### config.mk
export PLATFORM = sky130hd
export DESIGN_NAME = serial_adder_ctrl
export DESIGN_NICKNAME = d
export VERILOG_FILES = /design/src/rtl/serial_adder_ctrl.sv
export SDC_FILE = /design/constraint.sdc
export NUM_CORES = 1
export LEC_CHECK = 0
export CAP_MARGIN = 20
export CORE_ASPECT_RATIO = 1.4
export CORE_MARGIN = 2
export CORE_UTILIZATION = 25
export CTS_CLUSTER_DIAMETER = 120
export DETAILED_ROUTE_END_ITERATION = 10
export HOLD_SLACK_MARGIN = 0.03
export SYNTH_ARGS = -nofsm -noshare
export SYNTH_HDL_FRONTEND = slang
export SYNTH_HIERARCHICAL = 1
export SYNTH_SLANG_ARGS = --single-unit
### constraint.sdc
create_clock -name clk -period 1.38 [get_ports clk]
set_input_delay 0.414 -clock clk [delete_from_list [all_inputs] [get_ports clk]]
set_output_delay 0.414 -clock clk [all_outputs]
set_load 0.01 [all_outputs]
### src/rtl/serial_adder_ctrl.sv
// Bit-serial adder: one full-adder cell walks WIDTH-bit operands LSB first,
// with the carry held in a register between bit steps.

module fadder_1bit_df (
   output logic S,
   output logic Cout,
   input  logic A,
   input  logic B,
   input  logic Cin
);
   assign S    = A ^ B ^ Cin;
   assign Cout = (A & B) | (Cin & (A ^ B));
endmodule

module serial_adder_ctrl #(
   parameter int WIDTH = 8
) (
   input  logic             clk,
   input  logic             rst,
   input  logic             start,
   input  logic [WIDTH-1:0] a,
   input  logic [WIDTH-1:0] b,
   input  logic             cin,
   output logic             busy,
   output logic             done,
   output logic [WIDTH-1:0] sum,
   output logic             cout
);
   localparam int CW = $clog2(WIDTH);
   localparam logic [CW-1:0] LAST = CW'(WIDTH - 1);

   typedef enum logic [1:0] {IDLE, RUN, DONE} state_t;

   state_t           state, state_next;
   logic [WIDTH-1:0] sa, sb, ps;
   logic             c;
   logic [CW-1:0]    cnt;
   logic             s_bit, c_bit;
   logic             load, step, last;

   fadder_1bit_df u_cell (
      .S    (s_bit),
      .Cout (c_bit),
      .A    (sa[0]),
      .B    (sb[0]),
      .Cin  (c)
   );

   // NOTE: every always_comb output gets a default first, so no path leaves it unassigned (no latch).
   always_comb begin
      state_next = state;
      load       = 1'b0;
      step       = 1'b0;
      last       = 1'b0;
      case (state)
         IDLE: if (start) begin
            load       = 1'b1;
            state_next = RUN;
         end
         RUN: begin
            step = 1'b1;
            if (cnt == LAST) begin
               last       = 1'b1;
               state_next = DONE;
            end
         end
         DONE:    state_next = IDLE;
         default: state_next = IDLE;
      endcase
   end

   // NOTE: sequential state uses non-blocking assignments so every register samples pre-edge values.
   always_ff @(posedge clk) begin
      if (rst) begin
         state <= IDLE;
         busy  <= 1'b0;
         done  <= 1'b0;
         sum   <= '0;
         cout  <= 1'b0;
         sa    <= '0;
         sb    <= '0;
         ps    <= '0;
         c     <= 1'b0;
         cnt   <= '0;
      end else begin
         state <= state_next;
         // Flags follow the next state so they are registered, not decoded.
         busy  <= (state_next == RUN);
         done  <= (state_next == DONE);
         if (load) begin
            sa  <= a;
            sb  <= b;
            c   <= cin;
            cnt <= '0;
         end
         if (step) begin
            ps  <= {s_bit, ps[WIDTH-1:1]};
            sa  <= {1'b0, sa[WIDTH-1:1]};
            sb  <= {1'b0, sb[WIDTH-1:1]};
            c   <= c_bit;
            cnt <= cnt + CW'(1);
         end
         if (last) begin
            sum  <= {s_bit, ps[WIDTH-1:1]};
            cout <= c_bit;
         end
      end
   end
endmodule

Word-level counts from Yosys, hierarchy flattened
Cells that the tools add are included.
Word-level totals
  register bits after elaboration: 41
  input port bits: 20
  output and inout port bits: 11
Operators by class
  $add $sub $neg: 1
  equality and inequality tests: 4
  mux-type cells: 16
  bitwise logic cells: 5
  reductions and logical operators: 3
Operators with widths (count)
  7-bit 2-to-1 mux: 4
  1-bit 2-to-1 mux: 7
  3-bit 2-to-1 mux: 2
  2-bit by 1-bit equality test with 1-bit output, second input constant: 2
  2-bit 2-to-1 mux: 2
  2-bit case mux with 2 select lines: 1
  3-bit by 1-bit adder with 3-bit output, second input constant: 1
  3-bit equality test, second input constant: 1
  1-bit bitwise AND: 2
  2-bit equality test, second input constant: 1
  2-bit logical NOT: 1
  2-bit nonzero test: 1
  2-bit OR reduction: 1
  1-bit XOR: 2
  1-bit bitwise OR: 1

Logic depth before layout (Yosys ltp)
Gate-level depths: netlist of run 1.
  depth in word-level cells: 4
  mapped depth: 6
  mapped depth without buffers: 5

By module
The synthesis of run 1 kept the hierarchy.
Modules (own cells, without submodules)
  serial_adder_ctrl: instances 1, cells each 170, area an instance 1641.6 sq um, sequential area each 800.8 sq um
  fadder_1bit_df: instances 1, cells each 1, area an instance 20.0 sq um, sequential area each 0.0 sq um

Worst setup path before layout of run 1
No wires, ideal clock.
  kind: register to register
  start: register cnt[0]
  end: register sum[7]
  library setup time: 0.132 ns
  arrival: 1.115 ns
  slack: 0.133 ns
  cell stages (with the launch flop): 7
  path buffers: 1
  clock period less this slack: 1.247 ns
  path through: dfxtp_1 -> ha_1 -> ha_1 -> and3b_1 -> buf_2 -> nand2_1 -> a21oi_1
On the way
  word-level cells in the longest chain between the ends: 3
RTL lines
  start, declared: RTL line 37  | logic [CW-1:0] cnt;
  start signal, assigned: RTL line 101  | cnt <= cnt + CW'(1);
  3-bit equality test: RTL line 62  | if (cnt == LAST) begin
  1-bit 2-to-1 mux: RTL line 62
  1-bit 2-to-1 mux: RTL line 55  | case (state)
  end signal, assigned: RTL line 104  | sum <= {s_bit, ps[WIDTH-1:1]};
  end, declared: RTL line 26  | output logic [WIDTH-1:0] sum,
Every way passes these cells.
A chain may end at the register's enable or synchronous reset.

Final worst setup path of run 1
  start: register sum[2]
  end: output sum[2]
No word-level cell between the ends.

==> results of run 1 <==
==> per-layer routing <==
metal  global-route usage (%)  vias to the layer above  share of wire [%]
met4                     3.85                        0                1.7
met3                     3.50                        4                4.2
met5                        0                        -                  0
li1                         -                      658                  -
met2                     15.3                       30                 48
met1                     10.1                      592                 46
==> worst min-delay path by stage <==
| stage | from | cells past startpoint | to | slack [ps] |
|---|---|---|---|---|
| 6_report | sum[5]$_SDFFE_PP0P_ | 2 | sum[5]$_SDFFE_PP0P_ | 450 |
| 5_1_grt | sum[5]$_SDFFE_PP0P_ | 2 | sum[5]$_SDFFE_PP0P_ | 480 |
| 4_1_cts | sum[0]$_SDFFE_PP0P_ | 2 | sum[0]$_SDFFE_PP0P_ | 460 |
| 3_5_place_dp | sum[0]$_SDFFE_PP0P_ | 2 | sum[0]$_SDFFE_PP0P_ | 450 |
| 3_3_place_gp | sum[5]$_SDFFE_PP0P_ | 2 | sum[5]$_SDFFE_PP0P_ | 440 |
| 2_1_floorplan | ps[1]$_SDFFE_PP0N_ | 2 | sum[0]$_SDFFE_PP0P_ | 430 |
==> final cells by class <==
cell class                 count  area [um^2]  share of cell area (%)
inverter                       1         3.75                   0.171
clock buffer                   5         68.8                    3.14
timing repair buffer          41          397                    18.1
sequential                    40          802                    36.6
multi-input combinational    118          786                    35.8
clock inverter                 3         42.5                    1.94
tap                           74         92.6                    4.22
==> cell usage after synthesis, drive strengths merged <==
master and count:
nand2b 1, nor3 2, nor2b 1, a21oi 16, mux2i 16, nand2 32
o21bai 1, dfxtp 40, a211oi 16, ha 2, inv 1, o21ba 1
and3b 1, nor3b 1, clkbuf 2, nand3b 1, a22oi 4, buf 10
fa 1, nor2 22
==> power breakdown <==
group	switching [uW]	total (uW)	leakage [uW]	internal (uW)
clock	416	951	0.0000541	535
sequential	34.8	1240	0.000328	1210
combinational	142	305	0.000482	163
total	592	2500	0.000864	1910
==> registers in the layout (all words and copies together) (netlist names) <==
| name | count |
|---|---|
| busy | 1 |
| c | 1 |
| cnt | 3 |
| cout | 1 |
| done | 1 |
| ps | 7 |
| sa | 8 |
| sb | 8 |
| state | 2 |
| sum | 8 |
==> cell families after synthesis <==
logic type,Yosys count
AOI/OAI and AO/OA,38
adders and majority gates,3
buffers and inverters,13
DFF,40
muxes,16
and+or+nand+nor,61
==> worst reg2reg max path, stage by stage, from the launching register on <==
cell     delay, ps
dfxtp_1        320
ha_1           200
ha_2           180
and3b_1        170
buf_4          160
nand2_1         80
a21oi_1         60
==> cells in the final DEF (no fill, tap or decap), drive strengths merged <==
master         Yosys  final
nand3b             1      1
o21ba              1      1
dlygate4sd2        0     11
nor2b              1      1
bufinv             0      1
inv                1      1
and3b              1      1
a211oi            16     16
clkdlybuf4s50      0     18
clkbuf             2      5
o21bai             1      1
nand2             32     32
nor2              22     22
buf               10     11
mux2i             16     16
ha                 2      2
a21oi             16     16
nor3b              1      1
nor3               2      2
a22oi              4      4
nand2b             1      1
fa                 1      1
dlymetal6s2s       0      1
clkinvlp           0      1
clkinv             0      1
dfxtp             40     40
==> stage by stage <==
stage / total power [uW] / area (um^2) / util [%] / cells / setup TNS, ps
2_1_floorplan: 1460 / 1660 / - / 171 / 0
3_3_place_gp: 1580 / 2090 / 32.0 / 274 / -4020
3_5_place_dp: 1580 / 2090 / 32.0 / 274 / -4610
4_1_cts: 2530 / 2190 / 33.5 / 282 / 0
5_1_grt: 2600 / 2190 / 33.6 / 282 / 0
6_report: 2500 / 2190 / 33.6 / 282 / 0
==> reports/results.ini, run 1 <==
[run_status]
outcome = finished, final reports clean

[grt]
grt_first_pass_wirelength_mm = 5.16
antenna_found_initial = 0
grtUsageTotal_pct = 9.09
grt_pass1_vias = 1179
grt.overflow.total = 0
grt_start_max_net_pins = 41

[worst_setup_path]
cpLargestDelayFamily = flip-flops
path_buf_inv = 1
crit_path_max_fanout = 2
crit_slowest_cell = dfxtp_1
cp-end-kind = primary output
worstPathArrival_ps = 890
crit_start = sum[2]$_SDFFE_PP0P_
r2r_setup_slack_ps = 110
cp-endpoint = sum[2]
cp.depth = 1
rr_endpoint = sum[3]$_SDFFE_PP0P_
crit_chain = dlygate4sd2_1
reg2reg_depth = 6
r2r-start = cnt[0]$_SDFFE_PP0P_
crit_path_max_incr_delay_ps = 330
critPathRequiredTime_ps = 970
crit_type = reg -> out
critPathLaunchType = register

[clock_network]
post_cts_buffers = 0
root_buffer = clkbuf_8
cts_buffer_depth = 2
cts_buffers = 5
htreeDepth = 2
clk_pin_slew_ps = 80
cts-resized-gates = 11
clock-sinks = 40
tritoncts = built
clk_latency_ps = 290
holdBufCountCts = 0

[power_and_ir_drop]
p_leak_uw = 0.000864
ir_worst_vdd_mv = 0.640
p_per_area_mw_per_mm2 = 1140

[timing]
clock_skew_ps = 5.88
rsz0062_at_grt = false
worstMarginPinSlew_ps = 332
finalCriticalPeriod_ps = 1310
hold_viol = 0
fin_crit_sh_pct = 94.8
max-slew-margin-rel_pct = 77.8
setup_viol = 0
slew_violations = 0
fmax_ghz = 0.764
setup_ws_ps = 71.2
hold_slack_ps = 454

[place]
post-dp-hpwl_mm = 2.20
portBuffers = 30
gp_congestion = 0.693
post-place-ws_ps = -271

[drt]
wl_per_cell_um = 11.0
dr.first_iter.drc_count = 33
firstDrtPassIters = 4
via_per_inst = 4.55
finalWirelength_mm = 3.10
vias = 1284
route.detailed.drc = 0
postRouteAntennaNets = 0

[synth]
synth_largest_area_cell = dfxtp_1
synth_cells = 171
synthSimpleGateAreaFrac_pct = 15.0
ys_warn_count = 6
synth_top_family_by_area = compound AO/OA/AOI/OAI gates
seq_area_frac_synth_pct = 48.2
synth_area_mm2 = 0.00166
synth_top_cell_area_share_pct = 48.2
syn_avg_cell_area_um2 = 9.72
muxShareOfSynthArea_pct = 9.64
synth_compound_area_share_pct = 19.8
synthesis.nets = 194
synthDistinctLibCells = 24
synth_seq_cells = 40
synthAdderAreaFrac_pct = 2.71
synth-xor-area-share_pct = 0
netlist_top_cells_area = dfxtp_1 (48%), a211oi_2 (11%), mux2i_1 (9.6%), nand2_1 (7.2%), nor2_1 (5.0%)

[floorplan]
ios = 31
fp-row-count = 35
dieArea_mm2 = 0.00732
core-area_mm2 = 0.00653
start_util_pct = 25.5
die_w_um = 72.9
die_h_um = 100

[layout]
drive_above_1_share_pct = 17.8
syn_to_final_growth_pct = 31.9
nets = 230
diodes = 0
fillCellCount = 663

[run]
drv_cap = 0

[min_path]
hold_path.class = reg -> reg

Power figures use the tool's default switching activity.
==> run 2: changes to the inputs <==
- DONT_BUFFER_PORTS: default -> 1
==> reports/results.ini, run 2 (same netlist as run 1, synthesis figures left out) <==
[run_status]
outcome = finished, final reports clean

[layout]
postLayoutCoreUtil_pct = 28.7  ; -4.9 points
syn_to_final_growth_pct = 12.6
mostFrequentLayoutCells = dfxtp_1 (39), nand2_1 (32), nor2_1 (22), a21oi_1 (16), mux2i_1 (16)
fillCellCount = 680  ; +2.6%
nets = 199  ; -13%
largestRegisters = sa: 8 flops, sb: 8 flops, sum: 8 flops
multi_input_comb_area_um2 = 785  ; -0.16%
drive_above_1_share_pct = 20.3  ; +2.6 points
diodes = 0  ; unchanged
final_common_cell = dfxtp_1
seqCellArea_um2 = 802  ; unchanged
final_cells = 251  ; -11%

[worst_setup_path]
crit_slowest_cell = dfxtp_1
crit_path_max_fanout = 9  ; +7
crit_path_max_incr_delay_ps = 320  ; about the same
worstPathArrival_ps = 1420  ; +530 ps
critPathLaunchType = register
r2r_setup_slack_ps = 140  ; +30 ps
crit_path_frequent_cell = ha_1
r2r-start = cnt[0]$_SDFFE_PP0P_
critPathRequiredTime_ps = 1560  ; +590 ps
reg2reg_depth = 5  ; -1
crit_chain = ha_1, ha_1, and3b_2, nand2_1, a21oi_1
crit_type = reg -> reg
cp-end-kind = register
rr_endpoint = sum[6]$_SDFFE_PP0P_

[clock_network]
holdBufCountCts = 0  ; unchanged
root_buffer = clkbuf_8
clk_latency_ps = 290  ; about the same
tritoncts = built
clk_pin_slew_ps = 80  ; about the same
cts_buffer_depth = 2  ; unchanged
cts_buffers = 5  ; unchanged
htreeDepth = 2  ; unchanged
clock-sinks = 40  ; unchanged

[grt]
grt_start_max_net_pins = 41  ; unchanged
antenna_found_initial = 0  ; unchanged
grt_first_pass_wirelength_mm = 5.37  ; +4.0%
grt_pass1_vias = 1166  ; -1.1%
grtUsageTotal_pct = 9.53  ; +0.45 points
grt.overflow.total = 0  ; unchanged

[power_and_ir_drop]
swShare_pct = 24.5  ; +0.79 points
pwr-share-clk_pct = 33.8  ; -4.3 points
internal_power_uw = 1680  ; -12%
total_power_uw = 2220  ; -11%
p_per_area_mw_per_mm2 = 1190  ; +4.2%
seqPwrFrac_pct = 55.9  ; +6.1 points
p_comb_share_pct = 10.3  ; -1.9 points
p_leak_uw = 0.000682  ; -21%
p_sw_uw = 544  ; -8.2%
ir_worst_vdd_mv = 0.583  ; -8.9%

[timing]
hold_viol = 0  ; unchanged
setup_ws_ps = 138  ; +66.9 ps
finalCriticalPeriod_ps = 1240  ; -66.9 ps
fmax_ghz = 0.805  ; +5.4%
setup_viol = 0  ; unchanged
max-slew-margin-rel_pct = 79.4  ; +1.5 points
slew_violations = 0  ; unchanged
clock_skew_ps = 7.74  ; +1.87 ps
worstMarginPinSlew_ps = 309  ; -23.1 ps
rsz0062_at_grt = false
fin_crit_sh_pct = 90.0  ; -4.8 points

[place]
placed_cells = 241  ; -12%
portBuffers = 0  ; -100%
post-dp-hpwl_mm = 2.17  ; -1.2%
post-place-ws_ps = -23.6  ; +247 ps
gp_congestion = 0.714  ; +3.0%

[floorplan]
core-area_mm2 = 0.00653  ; unchanged
start_util_pct = 25.5  ; unchanged
die_w_um = 72.9  ; unchanged
ios = 31  ; unchanged
fp-row-count = 35  ; unchanged
die_h_um = 100  ; unchanged
dieArea_mm2 = 0.00732  ; unchanged

[drt]
wl_per_cell_um = 12.2  ; +11%
via_per_inst = 4.67  ; +2.6%
vias = 1173  ; -8.6%
postRouteAntennaNets = 0  ; unchanged
route.detailed.drc = 0  ; unchanged
finalWirelength_mm = 3.07  ; -0.87%
dr.first_iter.drc_count = 47  ; +42%
firstDrtPassIters = 4  ; unchanged

[min_path]
whs_endpoint = sb[1]$_SDFFE_PP0P_
whs_path_depth = 1  ; -1
hold_path.class = in -> reg
worstHoldStart = rst

[run]
drv_cap = 0  ; unchanged

run 2: power groups by stage:
stage	sequential, uW	combinational [uW]	clock (uW)
floorplan	1260	203	0
global placement	1270	228	0
detailed placement	1270	232	0
CTS	1240	233	792
global route	1250	256	856
finish	1240	229	750
run 2: area by class of cell:
class,instances,share of cell area (%)
multi-input combinational,118,41.9
timing repair buffer,10,5.35
clock buffer,5,3.68
sequential,40,42.9
inverter,1,0.201
tap,74,4.95
clock inverter,3,1.00
run 2: worst max path at each step:
stage / start / endpoint / slack, ps / depth (start not counted)
3_5_place_dp: cnt[0]$_SDFFE_PP0P_ / state[1]$_SDFF_PP0_ / -20 / 5
5_1_grt: cnt[0]$_SDFFE_PP0P_ / sum[6]$_SDFFE_PP0P_ / 10 / 6
3_3_place_gp: state[0]$_SDFF_PP0_ / cout$_SDFFE_PP0P_ / 50 / 4
2_1_floorplan: cnt[0]$_SDFFE_PP0P_ / sum[7]$_SDFFE_PP0P_ / 130 / 6
4_1_cts: state[0]$_SDFF_PP0_ / sum[3]$_SDFFE_PP0P_ / 20 / 4
6_report: cnt[0]$_SDFFE_PP0P_ / sum[6]$_SDFFE_PP0P_ / 140 / 5
run 2: critical path: cells and delay by family (launching register included):
family	cells	cell delay [ps]
adder cells (fa/ha/maj)	2	390
AND/OR/NAND/NOR	2	360
flip-flops	1	320
AO/OA/AOI/OAI	1	50
run 2: what timing repair did:
item,4_1_cts,5_1_grt
setup buffers,2,0
setup endpoints to repair,3,18
pin swaps,0,0
gates resized for setup,0,2
gates cloned,0,0
run 2: per-layer routing:
| metal | vias up | global-route usage (%) | part of all wire, % |
|---|---|---|---|
| met5 | - | 0 | 0 |
| met4 | 0 | 3.85 | 0.81 |
| met3 | 2 | 4.40 | 6.3 |
| met2 | 34 | 15.1 | 50 |
| met1 | 536 | 11.0 | 43 |
| li1 | 601 | - | - |
run 2: per-stage QoR:
| step | setup TNS [ps] | hold WS, ps | area, um^2 |
|---|---|---|---|
| final | 0 | 175 | 1870 |
| after global placement | 0 | 435 | 1770 |
| after global routing | 0 | 150 | 1870 |
| after detailed placement | -23.6 | 441 | 1770 |
| after floorplan | 0 | 432 | 1660 |
| after CTS | 0 | 164 | 1870 |
==> run 3: changes to the inputs <==
- ABC_AREA: default -> 1
==> reports/results.ini, run 3 <==
[run_status]
outcome = finished, final reports clean

[synth]
yosysMostFrequentCell = nand2_1
synthFlopType = dfxtp_1
synthesis.nets = 286  ; +47%
synthDistinctLibCells = 17  ; -29%
synth_top_cell_area_share_pct = 43.8  ; -4.4 points
synth_area_mm2 = 0.00183  ; +9.9%
synth_cells = 263  ; +54%
synth_edf_count = 0  ; unchanged
syn_avg_cell_area_um2 = 6.95  ; -29%
netlist_top_cells_area = dfxtp_1 (44%), nand2_1 (17%), nor2_1 (12%), nand3_1 (6.0%), buf_6 (4.3%)
seq_area_frac_synth_pct = 43.8  ; -4.4 points
synth_seq_cells = 40  ; unchanged
async_reset_ff_share_pct = 0  ; unchanged
synth_largest_area_cell = dfxtp_1
ys_warn_count = 6  ; unchanged
synth_common_cells = nand2_1 (85), nor2_1 (56), dfxtp_1 (40), nand3_1 (22), inv_1 (21)

[drt]
dr.first_iter.drc_count = 74  ; +57%
route.detailed.drc = 0  ; unchanged
postRouteAntennaNets = 0  ; unchanged
vias = 1440  ; +23%
finalWirelength_mm = 3.85  ; +25%
wl_per_cell_um = 10.7  ; -13%
via_per_inst = 4.00  ; -14%
firstDrtPassIters = 4  ; unchanged

[min_path]
hold_path.class = in -> reg

[worst_setup_path]
path_buf_inv = 1  ; +1
crit_path_max_incr_delay_ps = 330  ; about the same
crit_chain = ha_1, ha_1, nand2_4, buf_12, nand2_1, nand2_1, nor2_1
crit_type = reg -> reg
cpLargestDelayFamily = adder cells
critPathRequiredTime_ps = 1580  ; +20 ps
critPathLaunchType = register
cp-end-kind = register
worstPathArrival_ps = 1390  ; -30 ps
crit_path_max_fanout = 9  ; unchanged
crit_slowest_cell = dfxtp_1

[timing]
worstMarginPinSlew_ps = 226  ; -83.1 ps
fin_crit_sh_pct = 86.4  ; -3.6 points
rsz0062_at_grt = false
clock_skew_ps = 6.76  ; -0.986 ps
setup_viol = 0  ; unchanged
fmax_ghz = 0.839  ; +4.2%
tns_ps = 0  ; unchanged
max-slew-margin-rel_pct = 85.0  ; +5.6 points
slew_violations = 0  ; unchanged
finalCriticalPeriod_ps = 1190  ; -49.5 ps
hold_viol = 0  ; unchanged

[place]
post-dp-hpwl_mm = 2.68  ; +24%
placed_cells = 350  ; +45%
gp_congestion = 0.711  ; -0.35%
place_area_mm2 = 0.00191  ; +8.3%
portBuffers = 0  ; unchanged

[clock_network]
holdBufCountCts = 0  ; unchanged
clk_latency_ps = 290  ; about the same
clk_pin_slew_ps = 80  ; about the same
cts_buffer_depth = 2  ; unchanged
root_buffer = clkbuf_8
htreeDepth = 2  ; unchanged
clock-sinks = 40  ; unchanged
cts_buffers = 5  ; unchanged
tritoncts = built

[power_and_ir_drop]
p_comb_share_pct = 11.8  ; +1.5 points
p_per_area_mw_per_mm2 = 1250  ; +5.0%
p_leak_uw = 0.000974  ; +43%
swShare_pct = 26.0  ; +1.6 points
ir_worst_vdd_mv = 0.659  ; +13%
seqPwrFrac_pct = 49.8  ; -6.1 points
pwr-share-clk_pct = 38.4  ; +4.6 points
p_sw_uw = 668  ; +23%
internal_power_uw = 1900  ; +13%

[grt]
antenna_found_initial = 0  ; unchanged
grt_pass1_vias = 1371  ; +18%
grt.overflow.total = 0  ; unchanged
grtUsageTotal_pct = 10.3  ; +0.80 points
grt_start_max_net_pins = 33  ; -20%
grt_first_pass_wirelength_mm = 6.57  ; +22%

[layout]
design_area_mm2 = 0.00206  ; +10%
mostFrequentLayoutCells = nand2_1 (85), nor2_1 (56), dfxtp_1 (39), nand3_1 (22), inv_1 (21)
largestRegisters = sa: 8 flops, sb: 8 flops, sum: 8 flops
drive_above_1_share_pct = 9.06  ; -11 points
final_cells = 360  ; +43%
syn_to_final_growth_pct = 12.6  ; about the same
final_common_cell = nand2_1
diodes = 0  ; unchanged
fillCellCount = 794  ; +17%
postLayoutCoreUtil_pct = 29.3  ; +0.61 points
nets = 287  ; +44%

[run]
drv_cap = 0  ; unchanged

[floorplan]
die_h_um = 105  ; +4.7%
fp-row-count = 36  ; +2.9%
core-area_mm2 = 0.00703  ; +7.7%
start_util_pct = 26.0  ; +0.53 points
die_w_um = 76.2  ; +4.6%
ios = 31  ; unchanged
dieArea_mm2 = 0.00802  ; +9.5%

[run 3: changes by cell type in the layout (fill, tap and decap cells not counted), moves of 4 or more]
cell / before / now
a22oi_1: 4 / 0
nand2_1: 32 / 85
buf_4: 8 / 4
inv_1: 1 / 21
a21oi_1: 16 / 5
nor2_1: 22 / 56
nand3_1: 0 / 22
a211oi_2: 15 / 0
o21ai_0: 0 / 9
mux2i_1: 16 / 0
[run 3: final cells by class]
class | instances | area, um^2 | area share (%)
clock buffer | 5 | 68.8 | 3.35
clock inverter | 3 | 47.5 | 2.31
inverter | 23 | 86.3 | 4.20
multi-input combinational | 186 | 823 | 40.0
sequential | 40 | 802 | 39.0
tap | 95 | 119 | 5.78
timing repair buffer | 8 | 110 | 5.35
[run 3: logic make-up (layout without fill, tap and decap cells)]
family | Yosys count | after routing | synth area share, %
AO/OA/AOI/OAI | 16 | 16 | 5.14
adder cells (fa/ha/maj) | 3 | 3 | 2.47
buffers and inverters | 37 | 39 | 11.1
flip-flops | 40 | 40 | 43.8
AND/OR/NAND/NOR | 167 | 167 | 37.5
[run 3: path summary, 6_finish.rpt]
kind / startpoint / endpoint / slack, ps / cells after the start
hold / removal: rst / state[0]$_SDFF_PP0_ / 180 / 1
setup reg to reg: cnt[0]$_SDFFE_PP0P_ / sum[2]$_SDFFE_PP0P_ / 190 / 7
hold reg to reg: cnt[2]$_SDFFE_PP0P_ / cnt[2]$_SDFFE_PP0P_ / 470 / 2
setup / recovery: cnt[0]$_SDFFE_PP0P_ / sum[2]$_SDFFE_PP0P_ / 190 / 7
[run 3: layer usage]
layer | part of all wire, % | global-route usage, %
met4 | 0.65 | 3.12
met5 | 0 | 0
met2 | 50 | 18.2
met3 | 5.9 | 3.89
met1 | 43 | 11.5
[run 3: repair_timing]
item	in CTS	in global routing
endpoints found under the hold margin	0	0
buffers inserted	0	2
endpoints found under the setup margin	0	8
gates resized for setup	0	1
[run 3: metrics by stage]
step	hold WS [ps]	worst slack [ps]	power, uW
3_3_place_gp	445	155	1600
6_report	176	188	2560
2_1_floorplan	435	275	1550
5_1_grt	150	35.0	2720
4_1_cts	164	91.3	2590
3_5_place_dp	452	122	1610
[run 3: power by group through the flow]
stage	Sequential [uW]	Clock, uW	Combinational (uW)
after detailed placement	1300	0	304
after global routing	1290	1080	355
after global placement	1300	0	299
after CTS	1280	1010	307
final	1280	985	301
after floorplan	1280	0	269
